### src/rtl/time_pkg.sv
// ============================================================================
//  Module      : time_pkg
//  Description : Shared field limits, widths and edit-field encoding for the
//                time_adjust_counter block.
//  Revision    : 1.0 - initial release
// ============================================================================
`default_nettype none

package time_pkg;

    localparam int HOUR_MAX = 23;
    localparam int MIN_MAX  = 59;
    localparam int SEC_MAX  = 59;
    localparam int HOUR_W   = 5;
    localparam int MS_W     = 6;

    typedef enum logic [1:0] {
        FIELD_NONE = 2'd0,
        FIELD_HOUR = 2'd1,
        FIELD_MIN  = 2'd2,
        FIELD_SEC  = 2'd3
    } edit_field_e;

    // Fixed priority: hour over minute over second.
    function automatic edit_field_e select_field(input logic h_en, input logic m_en,
                                                 input logic s_en);
        if (h_en)      return FIELD_HOUR;
        else if (m_en) return FIELD_MIN;
        else if (s_en) return FIELD_SEC;
        else           return FIELD_NONE;
    endfunction

endpackage

`default_nettype wire

### src/rtl/mod_n_counter.sv
// ============================================================================
//  Module      : mod_n_counter
//  Description : Modulo-(MAX+1) up/down counter with synchronous load and a
//                combinational wrap pulse on an up-count out of MAX.
//  Revision    : 1.0 - initial release
// ============================================================================
`default_nettype none

module mod_n_counter #(
    parameter int MAX       = 59,
    parameter int WIDTH     = 6,
    parameter int RESET_VAL = 0
) (
    input  logic             clock,
    input  logic             reset,
    input  logic             load,
    input  logic [WIDTH-1:0] load_value,
    input  logic             up,
    input  logic             down,
    output logic [WIDTH-1:0] value,
    output logic             wrap
);

    localparam logic [WIDTH-1:0] c_MAX_VAL   = WIDTH'(MAX);
    localparam logic [WIDTH-1:0] c_RESET_VAL = WIDTH'(RESET_VAL);

    logic [WIDTH-1:0] r_value;

    // up and down together cancel; load wins over counting.
    always_ff @(posedge clock) begin
        if (reset) begin
            r_value <= c_RESET_VAL;
        end else if (load) begin
            r_value <= load_value;
        end else if (up && !down) begin
            r_value <= (r_value == c_MAX_VAL) ? '0 : r_value + 1'b1;
        end else if (down && !up) begin
            r_value <= (r_value == '0) ? c_MAX_VAL : r_value - 1'b1;
        end
    end

    assign value = r_value;
    assign wrap  = up & ~down & ~load & (r_value == c_MAX_VAL);

endmodule

`default_nettype wire

### src/rtl/time_adjust_counter.sv
// ============================================================================
//  Module      : time_adjust_counter
//  Description : HH:MM:SS timekeeper with run mode (1 Hz ticks with carry)
//                and edit mode (per-field increment without carry).
//                Optional macro TIME_ADJUST_DEC_EN adds a 'dec' input.
//  Revision    : 1.0 - initial release
// ============================================================================
`default_nettype none

module time_adjust_counter
    import time_pkg::*;
#(
    parameter int RESET_HOUR = 0,
    parameter int RESET_MIN  = 0
) (
    input  logic              clock,
    input  logic              reset,
    input  logic              set_mode,
    input  logic              hour_en,
    input  logic              min_en,
    input  logic              sec_en,
    input  logic              inc,
`ifdef TIME_ADJUST_DEC_EN
    input  logic              dec,
`endif
    input  logic              tick_1hz,
    output logic [HOUR_W-1:0] hour,
    output logic [MS_W-1:0]   min,
    output logic [MS_W-1:0]   sec,
    output logic              day_tick,
    output logic [1:0]        edit_field
);

    edit_field_e w_sel;
    logic        w_inc;
    logic        w_dec;
    logic        w_run_tick;
    logic        w_hour_inc, w_min_inc, w_sec_inc;
    logic        w_hour_dec, w_min_dec, w_sec_dec;
    logic        w_sec_wrap, w_min_wrap, w_hour_wrap;
    logic        w_sec_carry, w_min_carry;

    edit_field_e r_edit_field;
    logic        r_day_tick;

    assign w_sel      = set_mode ? select_field(hour_en, min_en, sec_en) : FIELD_NONE;
    assign w_run_tick = ~set_mode & tick_1hz;

`ifdef TIME_ADJUST_DEC_EN
    assign w_inc = set_mode & inc & ~dec;
    assign w_dec = set_mode & dec & ~inc;
`else
    assign w_inc = set_mode & inc;
    assign w_dec = 1'b0;
`endif

    assign w_hour_inc = w_inc & (w_sel == FIELD_HOUR);
    assign w_min_inc  = w_inc & (w_sel == FIELD_MIN);
    assign w_sec_inc  = w_inc & (w_sel == FIELD_SEC);
    assign w_hour_dec = w_dec & (w_sel == FIELD_HOUR);
    assign w_min_dec  = w_dec & (w_sel == FIELD_MIN);
    assign w_sec_dec  = w_dec & (w_sel == FIELD_SEC);

    // Carries exist only in run mode; edit-mode wraps stay local to a field.
    assign w_sec_carry = ~set_mode & w_sec_wrap;
    assign w_min_carry = ~set_mode & w_min_wrap;

    mod_n_counter #(
        .MAX       (SEC_MAX),
        .WIDTH     (MS_W),
        .RESET_VAL (0)
    ) u_sec (
        .clock      (clock),
        .reset      (reset),
        .load       (w_min_inc),
        .load_value ('0),
        .up         (w_run_tick | w_sec_inc),
        .down       (w_sec_dec),
        .value      (sec),
        .wrap       (w_sec_wrap)
    );

    mod_n_counter #(
        .MAX       (MIN_MAX),
        .WIDTH     (MS_W),
        .RESET_VAL (RESET_MIN)
    ) u_min (
        .clock      (clock),
        .reset      (reset),
        .load       (1'b0),
        .load_value ('0),
        .up         (w_sec_carry | w_min_inc),
        .down       (w_min_dec),
        .value      (min),
        .wrap       (w_min_wrap)
    );

    mod_n_counter #(
        .MAX       (HOUR_MAX),
        .WIDTH     (HOUR_W),
        .RESET_VAL (RESET_HOUR)
    ) u_hour (
        .clock      (clock),
        .reset      (reset),
        .load       (1'b0),
        .load_value ('0),
        .up         (w_min_carry | w_hour_inc),
        .down       (w_hour_dec),
        .value      (hour),
        .wrap       (w_hour_wrap)
    );

    always_ff @(posedge clock) begin
        if (reset) begin
            r_day_tick   <= 1'b0;
            r_edit_field <= FIELD_NONE;
        end else begin
            r_day_tick   <= ~set_mode & w_hour_wrap;
            r_edit_field <= w_sel;
        end
    end

    assign day_tick   = r_day_tick;
    assign edit_field = r_edit_field;

endmodule

`default_nettype wire

### config.mk
export PLATFORM = sky130hd
export DESIGN_NAME = time_adjust_counter
export DESIGN_NICKNAME = d
export VERILOG_FILES = /design/src/rtl/time_pkg.sv /design/src/rtl/mod_n_counter.sv /design/src/rtl/time_adjust_counter.sv
export SDC_FILE = /design/constraint.sdc
export NUM_CORES = 1
export LEC_CHECK = 0
export CAP_MARGIN = 20
export CORE_MARGIN = 1
export CORE_UTILIZATION = 51
export DETAILED_ROUTE_END_ITERATION = 10
export PLACE_DENSITY = 0.95
export SETUP_SLACK_MARGIN = 0.3
export SLEW_MARGIN = 15
export SYNTH_ARGS = -nofsm -noshare
export SYNTH_HDL_FRONTEND = slang
export SYNTH_SLANG_ARGS = --single-unit
### constraint.sdc
create_clock -name clock -period 4.2 [get_ports clock]
set_clock_uncertainty 0.1 [all_clocks]
set_input_delay 0.42 -clock clock [delete_from_list [all_inputs] [get_ports clock]]
set_output_delay 0.42 -clock clock [all_outputs]
set_load 0.01 [all_outputs]
==> impl_metrics.csv, run 1 <==
group,metric,value,unit
floorplanning,placementRows,16,
yosys,yosysUniqueCellTypes,43,
floorplanning,die_x,48.12,um
placement,dp_hpwl,1953,um
clock_tree,cts_buffers,3,
clock_tree,root_buffer,"clkbuf_4",
clock_tree,clock_latency,310,ps
cells_and_area,fillers,142,
yosys,yosys.area_share.simple,0.3080,
yosys,synthMuxAreaShare,0.04729,
yosys,synth_top_area_cell,"dfxtp_1",
placement,postPlaceCellArea,1369,um2
yosys,synth.most_common_cell,"dfxtp_1",
yosys,netlist_instances,124,
clock_tree,cts_tree,"yes",
route,wirelength_met1,1126,um
yosys,yosys_warnings,0,
worst_setup_path,crit_path_end_kind,"register",
clock_tree,ctsResizeCount,0,
cells_and_area,design_area,1405,um2
clock_tree,cts_buffer_depth,2,
sta,hold_violations,0,
route,wire_per_inst,15.46,um
clock_tree,cts_setup_buffers,0,
sta,setup_viol,0,
yosys,synth_seq_cells,20,
yosys,synth_top_cell_area_share,0.3691,
clock_tree,cts_sinks,20,
worst_setup_path,crit_required,4340,ps
route,via_per_inst,6.309,
worst_setup_path,cp_slowest_cell,"clkdlybuf4s50_1",
yosys,synthAdderAreaFrac,0.03460,
yosys,ys.flop_type,"dfxtp_1",
sta,slew_violations,0,
sta,fin_crit_sh,0.5557,
placement,io_buffers,27,
floorplanning,die-area,2316,um2
worst_setup_path,crit_chain,"clkdlybuf4s50_1 -> and2b_4 -> a41oi_1 -> o21ai_0 -> a21oi_1",
cells_and_area,final_net_count,163,
yosys,synth_edf_count,0,
global_route,grt_max_degree,18,
yosys,yosysSeqAreaShare,0.3691,
worst_setup_path,cp_max_fo,11,
route,first_iter_violations,72,
floorplanning,start_util,0.5473,
sta,timing.fmax,428.4,MHz
power_and_ir_drop,ir_drop,0.1974,mV
cells_and_area,post_route_cells_drive_above_1_share,0.07285,
yosys,syn-num-nets,135,
sta,post-route-min-period,2334,ps
floorplanning,dieHeight,48.12,um
sta,whs,432.8,ps
clock_tree,path_clk_slew,120,ps
route,first_pass_iters,6,
route,drc,0,
power_and_ir_drop,p_total,349.1,uW
sta,finalSetupTns,0,ps
route,highest_layer,"met4",
global_route,overflow,0,
sta,slew_headroom,0.4547,
global_route,first_global_vias,931,
yosys,synth_area_leaders,"dfxtp_1 37%, a21oi_1 5.5%, nor2_1 3.8%, mux2i_1 3.7%, o21ai_0 3.7%",
cells_and_area,area_delta_synth_final,29.53,%
yosys,syn-cell-area,1085,um2
yosys,synth_compound_area_frac,0.2076,
route,wl_met2,1331,um
worst_setup_path,cp-start-kind,"input pin",
global_route,grt_usage,0.2586,
global_route,grt_antenna_before_repair,0,
worst_setup_path,path_class,"in -> reg",
floorplanning,coreArea,1982,um2
route,final_antenna_net_count,0,
sta,rsz0062_at_grt,"no",
status,status,"finished clean",
yosys,synthArstFlopShare,0,
route,wl,2751,um
yosys,synth-xor-area-share,0.008074,
worst_setup_path,reg2reg_slack,2200,ps
route,vias,1123,
clock_tree,cts_max_level,1,
power_and_ir_drop,leakagePower,0.0005168,uW
worst_setup_path,arrival,2470,ps
global_route,grt_pass1_wl,4071,um
yosys,syn_avg_cell_area,8.748,um2
floorplanning,pin_count,28,
clock_tree,cts_hold_buf,0,
placement,gp_congestion,0.7322,
power_and_ir_drop,p_per_area,248.4,nW/um2
min_path,worstHoldPathType,"reg -> reg",
cells_and_area,num_antenna_cells,0,
sta,tightest_slew,807.3,ps
run,drv_cap,0,
yosys,synthTopCellsByCount,"20 x dfxtp_1, 12 x a21oi_1, 11 x nor2_1, 8 x o21ai_0, 7 x nand3_1",
yosys,synth_top_family_by_area,"simple AND/OR/NAND/NOR gates",
route,routed-wl-met3,194,um
worst_setup_path,cp_slowest_stage_delay,620,ps
state kept, by name, summed over array words and instances (netlist names):
name,count
u_hour.value,5
u_min.value,6
u_sec.value,6
day_tick,1
edit_field,2
metrics by stage:
step	cells	utilization	setup WS, ps
5_1_grt	178	0.7090	1683
3_5_place_dp	174	0.6907	1608
6_report	178	0.7090	1866
3_3_place_gp	174	0.6907	1752
4_1_cts	178	0.7090	1932
2_1_floorplan	124	-	2391
power by group:
part | internal, uW | leakage, uW | total (uW) | switching [uW]
Clock | 53.0 | 0.0000210 | 116 | 62.5
Sequential | 193 | 0.000162 | 196 | 3.14
Combinational | 19.1 | 0.000334 | 37.6 | 18.5
Total | 265 | 0.000517 | 349 | 84.2
path summary, 6_finish.rpt:
check	start	endpoint	cells past startpoint
setup reg to reg	u_sec.value[0]	u_hour.value[4]	5
setup / recovery	set_mode	u_sec.value[2]	5
hold / removal	u_hour.value[3]	u_hour.value[3]	2
hold reg to reg	u_hour.value[3]	u_hour.value[3]	2
layout by cell type, fill, tap and decap left out, drive strengths merged, types with 2 or more instances in the layout:
master,netlist,routed
and3,3,3
nand2b,2,2
clkbuf,2,4
nor3,3,3
nor2b,2,2
nor2,11,11
nand3,7,7
or3,5,5
and2b,2,2
nand2,5,5
dfxtp,20,20
and4,2,2
clkdlybuf4s50,0,27
or4,2,2
o311ai,2,2
and4b,2,2
ha,3,3
a21oi,12,12
o21ai,9,9
inv,2,2
a211o,2,2
mux2i,4,4
nand4b,4,4
a41oi,2,2
layer usage:
layer  vias to the layer above  GRT usage
met4                         0     0.1611
met2                        59     0.4378
met5                         -          0
met3                        15    0.03704
met1                       525     0.3070
li1                        524          -
final cells by class:
type,instances,area [um2],share of cell area
clock buffer,4,36.28,0.02582
inverter,2,7.507,0.005343
multi-input combinational,98,656.9,0.4675
sequential,20,400.4,0.2850
tap,27,33.78,0.02404
timing repair buffer,27,270.3,0.1923
cells by family after synthesis:
logic type               Yosys count
AND/OR/NAND/NOR                   56
AO/OA/AOI/OAI                     33
flip-flops                        20
buffers and inverters              6
multiplexers                       5
adder cells (fa/ha/maj)            3
XOR/XNOR                           1
worst max-delay path, delay by kind of cell:
family | cells | cell delay (ps)
and+or+nand+nor | 1 | 250
AOI/OAI and AO/OA | 3 | 1180
buffers and inverters | 1 | 620
Note: power is estimated with default switching activity, not from simulation.
==> inputs of run 2 (changes only) <==
--- a/config.mk
+++ b/config.mk
@@ -7,9 +7,9 @@
 export LEC_CHECK = 0
 export CAP_MARGIN = 20
 export CORE_MARGIN = 1
-export CORE_UTILIZATION = 51
+export CORE_UTILIZATION = 43
 export DETAILED_ROUTE_END_ITERATION = 10
-export PLACE_DENSITY = 0.95
+export PLACE_DENSITY = 0.87
 export SETUP_SLACK_MARGIN = 0.3
 export SLEW_MARGIN = 15
 export SYNTH_ARGS = -nofsm -noshare
==> constraint.sdc (replaced) <==
create_clock -name clock -period 2.05 [get_ports clock]
set_clock_uncertainty 0.1 [all_clocks]
set_input_delay 0.205 -clock clock [delete_from_list [all_inputs] [get_ports clock]]
set_output_delay 0.205 -clock clock [all_outputs]
set_load 0.01 [all_outputs]
==> impl_metrics.csv, run 2 (synthesis results as in run 1) <==
group,metric,value,unit
floorplanning,pin_count,28,
route,wl,2754,um
placement,io_buffers,27,
floorplanning,coreArea,2297,um2
cells_and_area,final_common_cell,"clkdlybuf4s50_1",
clock_tree,cts_sinks,20,
clock_tree,path_clk_slew,110,ps
cells_and_area,final_cell_mix,"25 x clkdlybuf4s50_1, 13 x dfxtp_1, 13 x buf_4, 12 x a21oi_1, 11 x nor2_1",
run,drv_cap,0,
sta,post-route-min-period,1717,ps
worst_setup_path,crit_path_end_kind,"register",
cells_and_area,area_delta_synth_final,44.52,%
worst_setup_path,crit_required,2180,ps
floorplanning,die_x,52.23,um
clock_tree,cts_buffer_depth,2,
floorplanning,die-area,2727,um2
sta,setup_viol,0,
worst_setup_path,cp-start-kind,"input pin",
cells_and_area,fin_cells,192,
route,final_antenna_net_count,0,
sta,rsz0062_at_grt,"no",
clock_tree,cts_max_level,1,
worst_setup_path,reg2reg_slack,330,ps
cells_and_area,num_antenna_cells,0,
clock_tree,cts_hold_buf,0,
floorplanning,dieHeight,52.23,um
worst_setup_path,endpoint,"u_hour.value[4]",
min_path,worstHoldPathType,"in -> reg",
cells_and_area,final_net_count,176,
global_route,grt_antenna_before_repair,0,
clock_tree,clock_latency,290,ps
power_and_ir_drop,p_total,724.3,uW
route,drc,0,
floorplanning,placementRows,17,
power_and_ir_drop,ir_drop,0.3346,mV
sta,hold_violations,0,
status,status,"finished clean",
route,first_pass_iters,4,
global_route,first_global_vias,1029,
clock_tree,cts_buffers,3,
cells_and_area,post_route_cells_drive_above_1_share,0.2317,
power_and_ir_drop,p_per_area,462.0,nW/um2
worst_setup_path,r2r-end,"u_hour.value[4]",
worst_setup_path,cp_max_fo,4,
sta,slew_headroom,0.7318,
sta,timing.fmax,582.5,MHz
cells_and_area,fin_util,0.6825,
global_route,grt_max_degree,12,
route,wire_per_inst,14.34,um
worst_setup_path,startpoint,"inc",
route,via_per_inst,5.797,
placement,dp.cells,183,
floorplanning,start_util,0.4722,
global_route,grt_usage,0.2099,
sta,finalSetupTns,0,ps
route,first_iter_violations,33,
worst_setup_path,crit-reg2reg-launch,"u_sec.value[1]",
placement,gp_congestion,0.7933,
sta,tightest_slew,401.1,ps
placement,dp_hpwl,1931,um
worst_setup_path,path_class,"in -> reg",
global_route,grt_pass1_wl,4319,um
clock_tree,cts_tree,"yes",
route,vias,1113,
sta,slew_violations,0,
sta,fin_crit_sh,0.8374,
power_and_ir_drop,leakagePower,0.0006071,uW
global_route,overflow,0,
clock_tree,root_buffer,"clkbuf_4",
worst_setup_path,arrival,1840,ps
worst_setup_path,ff2ff_path_depth,5,
run 2: cell types whose count changed in the layout (fill, tap and decap cells not counted), sizes merged:
| cell | delta |
|---|---|
| clkdlybuf4s50 | -2 |
| buf | +13 |
| dlymetal6s2s | +2 |
run 2: timing repair:
action / in CTS / in global routing
gates resized for setup: 3 / 16
endpoints found under the setup margin: 2 / 9
buffers inserted: 3 / 2
pin swaps: 2 / 6
run 2: how the worst min path moves through the flow:
stage                   startpoint             end  cells after the start
floorplan                  hour_en   edit_field[1]                      1
global placement    u_sec.value[2]  u_sec.value[2]                      2
detailed placement  u_sec.value[0]  u_sec.value[0]                      2
CTS                         sec_en   edit_field[1]                      3
global route              set_mode   edit_field[1]                      3
finish                    set_mode   edit_field[0]                      3
run 2: layout make-up:
cell class	instances	area [um2]
repair buffers	40	372.9
clock buffers	4	36.28
inverters	2	7.507
well taps	28	35.03
flip-flops and latches	20	414.1
multi-input cells	98	701.9
fillers	189	729.5
run 2: critical path, stage by stage:
cell and delay [ps]:
clkdlybuf4s50_1 540, and4b_1 300, a32oi_2 80, or4_1 550, a41oi_2 170
run 2: where the power goes:
part	total, uW	internal [uW]	leakage (uW)	switching (uW)
clock network	227	108	0.0000210	118
registers	399	393	0.000166	5.91
logic	98.3	53.3	0.000420	45.0
run 2: through the flow:
step / hold slack (ps) / cell area, um2 / setup slack (ps)
2_1_floorplan: 183.0 / 1087 / 306.9
3_3_place_gp: 412.4 / 1433 / 89.04
3_5_place_dp: 427.4 / 1433 / 41.11
4_1_cts: 394.2 / 1499 / 295.6
5_1_grt: 281.8 / 1568 / 288.3
6_report: 266.9 / 1568 / 333.4
run 2: routing by layer:
layer / track usage / vias up / routed length [um]
met1: 0.2620 / 503 / 1234
met3: 0.02899 / 6 / 163
met4: 0.06579 / 0 / 37
met5: 0 / - / 0
met2: 0.3697 / 55 / 1319
li1: - / 549 / -
==> inputs of run 3 (changes only) <==
--- a/config.mk
+++ b/config.mk
@@ -7,9 +7,9 @@
 export LEC_CHECK = 0
 export CAP_MARGIN = 20
 export CORE_MARGIN = 1
-export CORE_UTILIZATION = 43
+export CORE_UTILIZATION = 47
 export DETAILED_ROUTE_END_ITERATION = 10
-export PLACE_DENSITY = 0.87
+export PLACE_DENSITY = 0.89
 export SETUP_SLACK_MARGIN = 0.3
 export SLEW_MARGIN = 15
 export SYNTH_ARGS = -nofsm -noshare
==> constraint.sdc (replaced) <==
create_clock -name clock -period 1.6 [get_ports clock]
set_clock_uncertainty 0.1 [all_clocks]
set_input_delay 0.16 -clock clock [delete_from_list [all_inputs] [get_ports clock]]
set_output_delay 0.16 -clock clock [all_outputs]
set_load 0.01 [all_outputs]
==> impl_metrics.csv, run 3 (synthesis results as in run 1) <==
group,metric,value,unit
floorplanning,placementRows,17,
min_path,worstHoldPathType,"in -> reg",
cells_and_area,final_net_count,208,
worst_setup_path,ff2ff_path_depth,5,
route,first_pass_iters,4,
clock_tree,root_buffer,"clkbuf_4",
global_route,grt_antenna_before_repair,0,
sta,slew_violations,0,
power_and_ir_drop,p_total,987.8,uW
worst_setup_path,cp_slowest_stage_delay,550,ps
cells_and_area,fin_util,0.8983,
worst_setup_path,crit_required,1740,ps
placement,dp_hpwl,2366,um
placement,gp_congestion,0.8647,
status,status,"finished with violations",
floorplanning,die-area,2504,um2
power_and_ir_drop,ir_drop,0.5716,mV
worst_setup_path,path_class,"reg -> reg",
clock_tree,cts_sinks,20,
clock_tree,clock_latency,310,ps
sta,slew_headroom,0.7608,
clock_tree,cts_max_level,1,
clock_tree,cts_buffers,3,
sta,setup_viol,10,
floorplanning,start_util,0.4951,
floorplanning,coreArea,2191,um2
route,wire_per_inst,20.67,um
sta,finalSetupTns,-471.2,ps
sta,timing.fmax,588.9,MHz
global_route,grt_pass1_wl,6147,um
sta,post-route-min-period,1698,ps
sta,fin_crit_sh,1.061,
power_and_ir_drop,leakagePower,0.0008503,uW
clock_tree,path_clk_slew,120,ps
sta,worst_slack,-98.05,ps
worst_setup_path,cp_slowest_cell,"or4_4",
cells_and_area,num_antenna_cells,0,
cells_and_area,area_delta_synth_final,81.43,%
worst_setup_path,cp.depth,5,
clock_tree,cts_buffer_depth,2,
cells_and_area,fin_cells,224,
worst_setup_path,critPathTopFamily,"simple AND/OR/NAND/NOR gates",
route,via_per_inst,6.330,
sta,rsz0062_at_grt,"yes",
clock_tree,cts_hold_buf,0,
route,final_antenna_net_count,0,
route,drc,0,
placement,io_buffers,27,
route,wl,4630,um
placement,post-place-ws,-345.0,ps
cells_and_area,post_route_cells_drive_above_1_share,0.5867,
sta,hold_violations,0,
placement,dp.cells,206,
route,first_iter_violations,64,
floorplanning,dieHeight,50.04,um
floorplanning,pin_count,28,
floorplanning,die_x,50.04,um
worst_setup_path,cp-start-kind,"register",
cells_and_area,final_common_cell,"buf_4",
worst_setup_path,cp_max_fo,5,
run,drv_cap,0,
sta,tightest_slew,355.1,ps
route,vias,1418,
worst_setup_path,worst-path-buf-inv,0,
power_and_ir_drop,p_per_area,501.9,nW/um2
global_route,grt_usage,0.3335,
clock_tree,cts_tree,"yes",
status,violations,"setup timing",
global_route,first_global_vias,1319,
global_route,grt_max_degree,12,
min_path,min_path_cells,3,
worst_setup_path,crit_chain,"ha_4 -> and2b_2 -> a32oi_2 -> or4_4 -> a41oi_2",
global_route,overflow,0,
worst_setup_path,crit_path_end_kind,"register",
worst_setup_path,arrival,1830,ps
cells_and_area,final_cell_mix,"30 x buf_4, 20 x buf_6, 11 x dfxtp_2, 10 x nor2_1, 9 x dlygate4sd2_1",
==> run 3: cell count changes in the layout (fill, tap and decap cells not counted), sizes merged <==
cell | before | now
clkbuf | 4 | 10
dlygate4sd2 | 0 | 9
buf | 13 | 52
dlymetal6s2s | 2 | 0
clkdlybuf4s50 | 25 | 2
clkdlybuf4s15 | 0 | 3
==> run 3: worst min-delay path: cells and delay by family <==
| family | cells | cell delay (ps) |
|---|---|---|
| buffers and inverters | 1 | 190 |
| and+or+nand+nor | 2 | 180 |
==> run 3: through the flow <==
step | hold WS (ps) | area, um2
2_1_floorplan | 138.0 | 1119
3_3_place_gp | 396.9 | 1637
3_5_place_dp | 414.8 | 1637
4_1_cts | 123.0 | 1829
5_1_grt | 158.0 | 1968
6_report | 151.8 | 1968
==> run 3: layer usage <==
layer / share of wire / vias up / global-route usage
li1: - / 617 / -
met4: 0.059 / 0 / 0.1429
met5: 0 / - / 0
met3: 0.066 / 29 / 0.05864
met1: 0.39 / 682 / 0.3809
met2: 0.48 / 90 / 0.5956
==> run 3: repair_timing <==
action                     in CTS  in global routing
cloned                          0                  0
setup endpoints to repair      38                 30
pin swaps                      10                  8
resized for setup              82                 46
buffers inserted                9                  5
==> run 3: final timing paths <==
path         slack [ps]         endpoint            start
max reg2reg        -100  u_hour.value[4]   u_sec.value[1]
max                -100  u_hour.value[4]   u_sec.value[1]
min reg2reg         430  u_hour.value[1]  u_hour.value[1]
min                 150    edit_field[1]           sec_en
==> run 3: area by class of cell <==
type / count / area (um2)
multi-input cells: 98 / 835.8
repair buffers: 72 / 620.6
flip-flops and latches: 20 / 432.9
fillers: 95 / 222.7
clock buffers: 4 / 36.28
well taps: 28 / 35.03
inverters: 2 / 7.507
==> run 3: power breakdown <==
part	leakage [uW]	switching, uW	total, uW	internal, uW
registers	0.000171	8.05	508	500
clock network	0.0000210	165	304	139
logic	0.000658	86.2	176	89.6
total	0.000850	259	988	729
